===== src/rtl/fetch_decode_pkg.sv =====
// fetch_decode_pkg: opcodes, ALU/immediate selectors and FSM state shared by the fetch/decode slice
package fetch_decode_pkg;
   localparam logic [6:0] OP_IMM = 7'b0010011;
   localparam logic [6:0] OP     = 7'b0110011;
   localparam logic [6:0] BRANCH = 7'b1100011;
   typedef enum logic [2:0] {ADD = 3'b000, SUB = 3'b001} alu_ctrl_e;
   typedef enum logic {IMM_I, IMM_B} imm_src_e;
   typedef enum logic {RUN, HALT} state_e;
endpackage


===== src/rtl/fetch_decode_stage_imm_gen.sv =====
// imm_gen: sign-extends the I- or B-format immediate of an instruction word
module imm_gen
   import fetch_decode_pkg::*;
#(
   parameter int DATA_WIDTH = 32
) (
   input  logic [DATA_WIDTH-1:0] instr_i,
   input  logic                  imm_src_i,
   output logic [DATA_WIDTH-1:0] imm_o
);
   // B-format scatters imm[11:1] across the word; bit 0 is always zero
   always_comb
      imm_o = (imm_src_i == IMM_B)
            ? {{(DATA_WIDTH-12){instr_i[31]}}, instr_i[7], instr_i[30:25], instr_i[11:8], 1'b0}
            : {{(DATA_WIDTH-12){instr_i[31]}}, instr_i[31:20]};
endmodule


===== src/rtl/fetch_decode_stage.sv =====
// fetch_decode_stage: PC/fetch plus IF/ID decode with branch redirect; FETCH_DECODE_ILLEGAL_TRAP_EN adds halt-on-illegal
module fetch_decode_stage
   import fetch_decode_pkg::*;
#(
   parameter int DATA_WIDTH        = 32,
   parameter int REG_ADDRESS_WIDTH = 5,
   parameter int MEM_ADDRESS_WIDTH = 8,
   parameter int RESET_PC          = 0
) (
   input  logic                         clk,
   input  logic                         rst_n,
   output logic [MEM_ADDRESS_WIDTH-1:0] instr_addr,
   input  logic [DATA_WIDTH-1:0]        instr_rdata,
   input  logic                         stall,
   input  logic                         EQ,
   output logic                         dec_valid,
   output logic [MEM_ADDRESS_WIDTH-1:0] dec_pc,
   output logic [DATA_WIDTH-1:0]        ImmOp,
   output logic                         ALUsrc,
   output logic [2:0]                   ALUctrl,
   output logic                         RegWrite,
   output logic [REG_ADDRESS_WIDTH-1:0] rs1,
   output logic [REG_ADDRESS_WIDTH-1:0] rs2,
   output logic [REG_ADDRESS_WIDTH-1:0] rd,
   output logic                         halted
);
   logic [MEM_ADDRESS_WIDTH-1:0] pc_q, pc_d, dpc_q, dpc_d, target;
   logic [DATA_WIDTH-1:0]        instr_q, instr_d, imm;
   logic                         valid_q, valid_d;
   logic [6:0]                   opcode, funct7;
   logic [2:0]                   funct3;
   logic                         is_addi, is_alu, is_br, illegal, taken, freeze, imm_src;

   assign opcode  = instr_q[6:0];
   assign funct3  = instr_q[14:12];
   assign funct7  = instr_q[31:25];
   assign is_addi = opcode == OP_IMM && funct3 == 3'b000;
   assign is_alu  = opcode == OP && funct3 == 3'b000 && (funct7 == 7'b0000000 || funct7 == 7'b0100000);
   assign is_br   = opcode == BRANCH && funct3[2:1] == 2'b00;
   assign illegal = !(is_addi || is_alu || is_br);
   assign imm_src = is_br ? IMM_B : IMM_I;

   imm_gen #(.DATA_WIDTH(DATA_WIDTH)) u_imm_gen (
      .instr_i  (instr_q),
      .imm_src_i(imm_src),
      .imm_o    (imm)
   );

   assign ImmOp      = illegal ? '0 : imm;
   assign ALUsrc     = is_addi;
   assign ALUctrl    = (is_br || (is_alu && funct7[5])) ? SUB : ADD;
   assign RegWrite   = valid_q && (is_addi || is_alu);
   assign rs1        = REG_ADDRESS_WIDTH'(instr_q[19:15]);
   assign rs2        = REG_ADDRESS_WIDTH'(instr_q[24:20]);
   assign rd         = REG_ADDRESS_WIDTH'(instr_q[11:7]);
   assign instr_addr = pc_q;
   assign dec_valid  = valid_q;
   assign dec_pc     = dpc_q;
   assign taken      = valid_q && !stall && is_br && (funct3[0] ^ EQ);
   assign target     = dpc_q + ImmOp[MEM_ADDRESS_WIDTH-1:0];

`ifdef FETCH_DECODE_ILLEGAL_TRAP_EN
   state_e state_q;
   logic   halted_q, trap;
   assign trap   = state_q == RUN && valid_q && illegal && !stall;
   assign freeze = state_q == HALT || trap;
   assign halted = halted_q;
   // RUN -> HALT on a committed illegal instruction; only reset leaves HALT
   always_ff @(posedge clk or negedge rst_n)
      if (!rst_n) begin
         state_q  <= RUN;
         halted_q <= 1'b0;
      end else if (trap) begin
         state_q  <= HALT;
         halted_q <= 1'b1;
      end
`else
   assign freeze = 1'b0;
   assign halted = 1'b0;
`endif

   // stall holds everything; a taken branch redirects PC and turns the wrong-path fetch into a bubble
   always_comb begin
      pc_d    = pc_q;
      instr_d = instr_q;
      dpc_d   = dpc_q;
      valid_d = valid_q;
      if (freeze)
         valid_d = 1'b0;
      else if (!stall) begin
         pc_d    = taken ? target : pc_q + MEM_ADDRESS_WIDTH'(4);
         instr_d = instr_rdata;
         dpc_d   = pc_q;
         valid_d = !taken;
      end
   end

   // PC and IF/ID register
   always_ff @(posedge clk or negedge rst_n)
      if (!rst_n) begin
         pc_q    <= MEM_ADDRESS_WIDTH'(RESET_PC);
         instr_q <= '0;
         dpc_q   <= '0;
         valid_q <= 1'b0;
      end else begin
         pc_q    <= pc_d;
         instr_q <= instr_d;
         dpc_q   <= dpc_d;
         valid_q <= valid_d;
      end
endmodule


===== config.mk =====
export PLATFORM = sky130hd
export DESIGN_NAME = fetch_decode_stage
export DESIGN_NICKNAME = d
export VERILOG_FILES = /design/src/rtl/fetch_decode_pkg.sv /design/src/rtl/fetch_decode_stage_imm_gen.sv /design/src/rtl/fetch_decode_stage.sv
export SDC_FILE = /design/constraint.sdc
export NUM_CORES = 1
export LEC_CHECK = 0
export BUFFER_PORTS_ARGS = -buffer_cell sky130_fd_sc_hd__buf_2
export CAP_MARGIN = 20
export CORE_MARGIN = 2
export CORE_UTILIZATION = 49
export DETAILED_ROUTE_END_ITERATION = 8
export PLACE_DENSITY = 0.79
export SYNTH_ARGS = -nofsm -noshare
export SYNTH_HDL_FRONTEND = slang
export SYNTH_SLANG_ARGS = --single-unit

===== constraint.sdc =====
create_clock -name clk -period 3.5 [get_ports clk]
set_input_delay 0 -clock clk [delete_from_list [all_inputs] [get_ports clk]]
set_output_delay 0 -clock clk [all_outputs]
set_load 0.02 [all_outputs]

# == After elaboration in Yosys (flattened, before gate mapping) ==
# Index checks and enable logic that the tools add are counted.
# W data, S select, Z words.
# word_totals
register_bits,49
word_cells,34
inputBits,36
# classes
n_eq_ne,4
n_addsub,2
reduce_logical,18
mux,5
n_bitwise,1
# op_table
operator,count
$mux W32,1
$eq A7 B6 Y1 const B,2
$mux W12,1
$logic_and A1 B1 Y1,9
$add A8 B3 Y8 const B,1
$add A8 B8 Y8,1
$mux W8,1
$eq A7 B5 Y1 const B,1
$eq A7 B7 Y1 const B,1
$logic_not A7 Y1,1
$logic_or A1 B1 Y1,4
$logic_not A3 Y1,1
$logic_not A1 Y1,2
$logic_not A2 Y1,1
$mux W1,2
$xor A1 B1 Y1,1

# == Depth between registers and ports, before layout ==
# depth
ltp_word,8
ltp_mapped,11
mapped_depth_nobuf,11

# == Hierarchy ==
# From an unflattened synthesis, not the netlist that was laid out.
# hier_totals
hier_cells,277
area_unflattened_um2,2950.3
# by_module_without_submodules
module,instances,seq_area_each_um2,cells_each,area_per_inst_um2
fetch_decode_stage,1,1226.2,245,2690.1
imm_gen,1,0.0,32,260.2

# == Worst setup path before layout ==
# Ideal clock, no wire load.
# synth_path
path_type,reg-to-reg
start,register instr_q[25]
end,"register pc_q[5], in the netlist instr_addr[5]"
setup_time_ps,123
stages_incl_launch_ff,11
arrival_ps,3087
path_buffers,0
setup_slack_ps,290
required_ps,3377
cell_sequence,dfrtp_1 or4_4 or3_2 a21oi_1 a22o_1 ha_1 a211oi_1 o21bai_1 a21oi_1 xor2_1 a21oi_1
# synth_via
elab_chain_cells,8
word_cells_on_any_way,10
classes_between,1 x add/sub; 1 x eq/ne; 3 x mux; 5 x reduce/logical
# synth_lines
element,line_no,text
start: declaration,fetch_decode_stage.sv:28,"logic [DATA_WIDTH-1:0] instr_q, instr_d, imm;"
start signal: assignment,fetch_decode_stage.sv:107,instr_q <= instr_d;
$eq A7 B6 Y1 or $logic_not A7 Y1 (tied branches),fetch_decode_stage.sv:38,assign is_alu = opcode == OP && funct3 == 3'b000 && (funct7 == 7'b0000000 || funct7 == 7'b0100000);
$logic_or A1 B1 Y1 *,fetch_decode_stage.sv:38,
$logic_and A1 B1 Y1 *,fetch_decode_stage.sv:38,
$logic_or A1 B1 Y1 * (2 in a row),fetch_decode_stage.sv:40,assign illegal = !(is_addi || is_alu || is_br);
$mux W32 *,fetch_decode_stage.sv:49,assign ImmOp = illegal ? '0 : imm;
named net ImmOp[1],fetch_decode_stage.sv:18,"output logic [DATA_WIDTH-1:0] ImmOp,"
$add A8 B8 Y8 *,fetch_decode_stage.sv:60,assign target = dpc_q + ImmOp[MEM_ADDRESS_WIDTH-1:0];
$mux W8 *,fetch_decode_stage.sv:91,pc_d = taken ? target : pc_q + MEM_ADDRESS_WIDTH'(4);
end signal: assignment,fetch_decode_stage.sv:101,pc_q <= MEM_ADDRESS_WIDTH'(RESET_PC);
end signal: assignment,fetch_decode_stage.sv:106,pc_q <= pc_d;
end: declaration,fetch_decode_stage.sv:27,"logic [MEM_ADDRESS_WIDTH-1:0] pc_q, pc_d, dpc_q, dpc_d, target;"
# The timed path passes the listed nets; every way through them passes the cells marked *.
# A chain may end at the register's enable or synchronous reset.

# == Final worst setup path ==
# layout_path
start,register instr_q[25]
end,"register pc_q[7], in the netlist instr_addr[7]"
# layout_via
elab_chain_cells,8
word_cells_on_any_way,10
classes_between,1 x add/sub; 1 x eq/ne; 3 x mux; 5 x reduce/logical
# layout_lines
element,line_no
$eq A7 B6 Y1 or $logic_not A7 Y1 (tied branches),fetch_decode_stage.sv:38
$logic_or A1 B1 Y1,fetch_decode_stage.sv:38
$logic_and A1 B1 Y1,fetch_decode_stage.sv:38
$logic_or A1 B1 Y1 (2 in a row),fetch_decode_stage.sv:40
$mux W32 *,fetch_decode_stage.sv:49
$add A8 B8 Y8 *,fetch_decode_stage.sv:60
$mux W8 *,fetch_decode_stage.sv:91
# Every way passes the cells marked *; elsewhere a longest branch is shown, timed or not.

==> impl_metrics.toml <==
[outcome]
status = "completed"

[sta]
finalClockSkew_ns = 0.0128
worstMarginPinSlew_ns = 0.610
finalMaxSlewViolations = 0
slew_headroom = 0.594
fmax_ghz = 0.308
grt_setup_unrepaired = "false"
post-route-period-util = 0.927
period_needed_ns = 3.25
setup_viol = 0
final_hold_viol_count = 0
final.setup.tns_ns = 0
whs_ns = 0.198

[critical_path]
crit_start = "instr_q[25]"
crit_type = "reg -> reg"
worstSetupEndpointType = "register"
crit_slowest_cell = "or4_4"
crit_chain = "or4_4 > or3_2 > a21oi_1 > buf_4 > a22o_1 > ha_1 > a211oi_1 > o211ai_1 > a22o_1 > a31oi_1"
crit_path_start_kind = "register"
cp_max_fo = 7
crit_path_frequent_cell = "a22o_1"
r2r-start = "instr_q[25]"
worstPathRequired_ns = 3.73
critical_path_arrival_ns = 3.47
critPathMaxStageDelay_ns = 0.56

[clocking]
cts_made_buffers = 5
cts_tree = "done"
clockBufferDepth = 2
clk_latency_ns = 0.31
cts_sinks = 49
h-tree-depth = 2
cts_setup_buffers = 0
ctsResizeCount = 0
root_buffer = "clkbuf_8"
path_clk_slew_ns = 0.10

[logic_synthesis]
synthCells = 243
synth-edff-count = 0
yosys_most_used_dff = "dfrtp_1"
ys_ff_latch = 49
yosysSeqAreaShare = 0.445
synth_warnings = 0
postSynth.asyncResetShare = 1.00
synth_area_per_cell_um2 = 11.3
synth.distinct_cells = 46
netlist_area_um2 = 2750

[finish]
syn2layout_area_growth_pct = 28.8
num_antenna_cells = 0
fillers = 444
final_area_um2 = 3540
finalNonFillerCells = 418
fin_nets = 390
drive_gt1_frac = 0.457
post-route-util = 0.648

[place]
routabilityCongestion = 0.806
hpwl_mm = 4.20
io_buffers = 102
dp.cells = 376
placed_cell_area_um2 = 3060

[global_route]
grt_pass1_vias = 2129
globalRouteTotalUtil = 0.208
grt_pass1_wl_mm = 10.2
grt_max_degree = 53
antenna_found_initial = 0
overflow = 0

[job]
max_cap_viol_count = 0

[routing]
viasPerCell = 5.14
via_count = 2150
first_pass_iters = 4
drc = 0
drt_iter0_markers = 129
wl_per_cell_um = 14.6
wirelength_mm = 6.12
drtAntennaViolNets = 0

[pwr]
p_per_area_nw_per_um2 = 486
p_leak_nw = 1.79
ir_worst_vdd_uv = 302

[die]
dieWidth_um = 79.0
die_area_um2 = 6230
start_util = 0.503
dieHeight_um = 79.0
std_cell_rows = 27
core-area_um2 = 5470
io_pins = 106

[hold_path]
holdCritPathClass = "in -> async"
## layer usage
metal	track usage	wire, µm	up-vias
met1	0.253	2550	1037
li1	-	-	1033
met3	0.0466	335	8
met5	0	0	-
met4	0.0569	82	0
met2	0.372	3150	72
## Yosys cell counts (5+ instances only)
library cell,n,area (µm²)
buf_4,37,278
dfrtp_1,49,1230
a21oi_1,8,40.0
a22o_1,6,52.6
ha_1,8,100
mux2_2,39,439
nand3_1,6,30.0
and2_1,7,43.8
nor2_1,5,18.8
clkbuf_1,6,22.5
o21ai_0,8,40.0
nand2_1,13,48.8
## area by class of cell
class                      instances  area, µm²  share of cell area
sequential                        49       1230               0.346
clock buffer                       5       68.8              0.0194
tap                               72       90.1              0.0254
multi-input combinational        149       1210               0.342
clock inverter                     3       65.1              0.0184
timing repair buffer             138        876               0.247
inverter                           2       7.51             0.00212
## worst max-delay path, delay by kind of cell, from the launching register on
kind                       cells  cell delay, ns
AOI/OAI and AO/OA              6            1.37
and+or+nand+nor                2            0.98
DFF                            1            0.39
adders and majority gates      1            0.27
buffers and inverters          1            0.16
## kinds of logic after synthesis
family                   Yosys count  share of synthesized area
AND/OR/NAND/NOR                   53                      0.113
flip-flops                        49                      0.445
buffers and inverters             47                      0.117
multiplexers                      39                      0.160
AO/OA/AOI/OAI                     38                     0.0973
adder cells (fa/ha/maj)            9                     0.0436
XOR/XNOR                           7                     0.0223
other                              1                    0.00136
## sequential cells by signal, summed over array words and instances, names as in the netlist
| register | flops |
|---|---|
| dec_valid | 1 |
| instr_addr | 8 |
| dec_pc | 8 |
| instr_q | 32 |
## final timing paths
kind / endpoint / slack [ns] / depth (start not counted)
min: dec_pc[0] / 0.20 / 2
max in group asynchronous: instr_q[6] / 2.76 / 3
max: instr_addr[7] / 0.25 / 10
max reg2reg: instr_addr[7] / 0.25 / 10
min reg2reg: instr_q[18] / 0.51 / 1
min in group clk: instr_addr[6] / 0.21 / 4
## layout by cell type, fill, tap and decap left out, types with 3 or more instances in the layout
| master | netlist | layout |
|---|---|---|
| buf_2 | 0 | 102 |
| dfrtp_1 | 49 | 49 |
| mux2_2 | 39 | 39 |
| dlygate4sd3_1 | 0 | 33 |
| nand2_1 | 13 | 13 |
| a21oi_1 | 8 | 8 |
| o21ai_0 | 8 | 8 |
| ha_1 | 8 | 8 |
| and2_1 | 7 | 7 |
| nand3_1 | 6 | 6 |
| a22o_1 | 6 | 6 |
| nor2_1 | 5 | 5 |
| clkbuf_8 | 0 | 5 |
| a21o_1 | 4 | 4 |
| xnor2_1 | 4 | 4 |
| nor3_1 | 3 | 3 |
| xor2_1 | 3 | 3 |
| o211ai_1 | 3 | 3 |
| conb_1 | 1 | 3 |
## where the power goes
group	total [mW]	internal (mW)	switching, mW
Clock	0.477	0.284	0.193
Sequential	0.759	0.662	0.0976
Combinational	0.488	0.226	0.261
## through the flow
| stage | setup slack (ns) | power [mW] |
|---|---|---|
| 6_report | 0.254 | 1.72 |
| 5_1_grt | 0.00471 | 1.82 |
| 4_1_cts | 0.310 | 1.73 |
| 3_5_place_dp | 0.364 | 1.23 |
| 3_3_place_gp | 0.424 | 1.21 |
| 2_1_floorplan | 0.290 | 1.09 |
## timing repair
action	4_1_cts	5_1_grt
hold buffers	33	0
endpoints found under the hold margin	81	0
endpoints found under the setup margin	0	0
No activity file was read; power rests on OpenSTA's default activity.
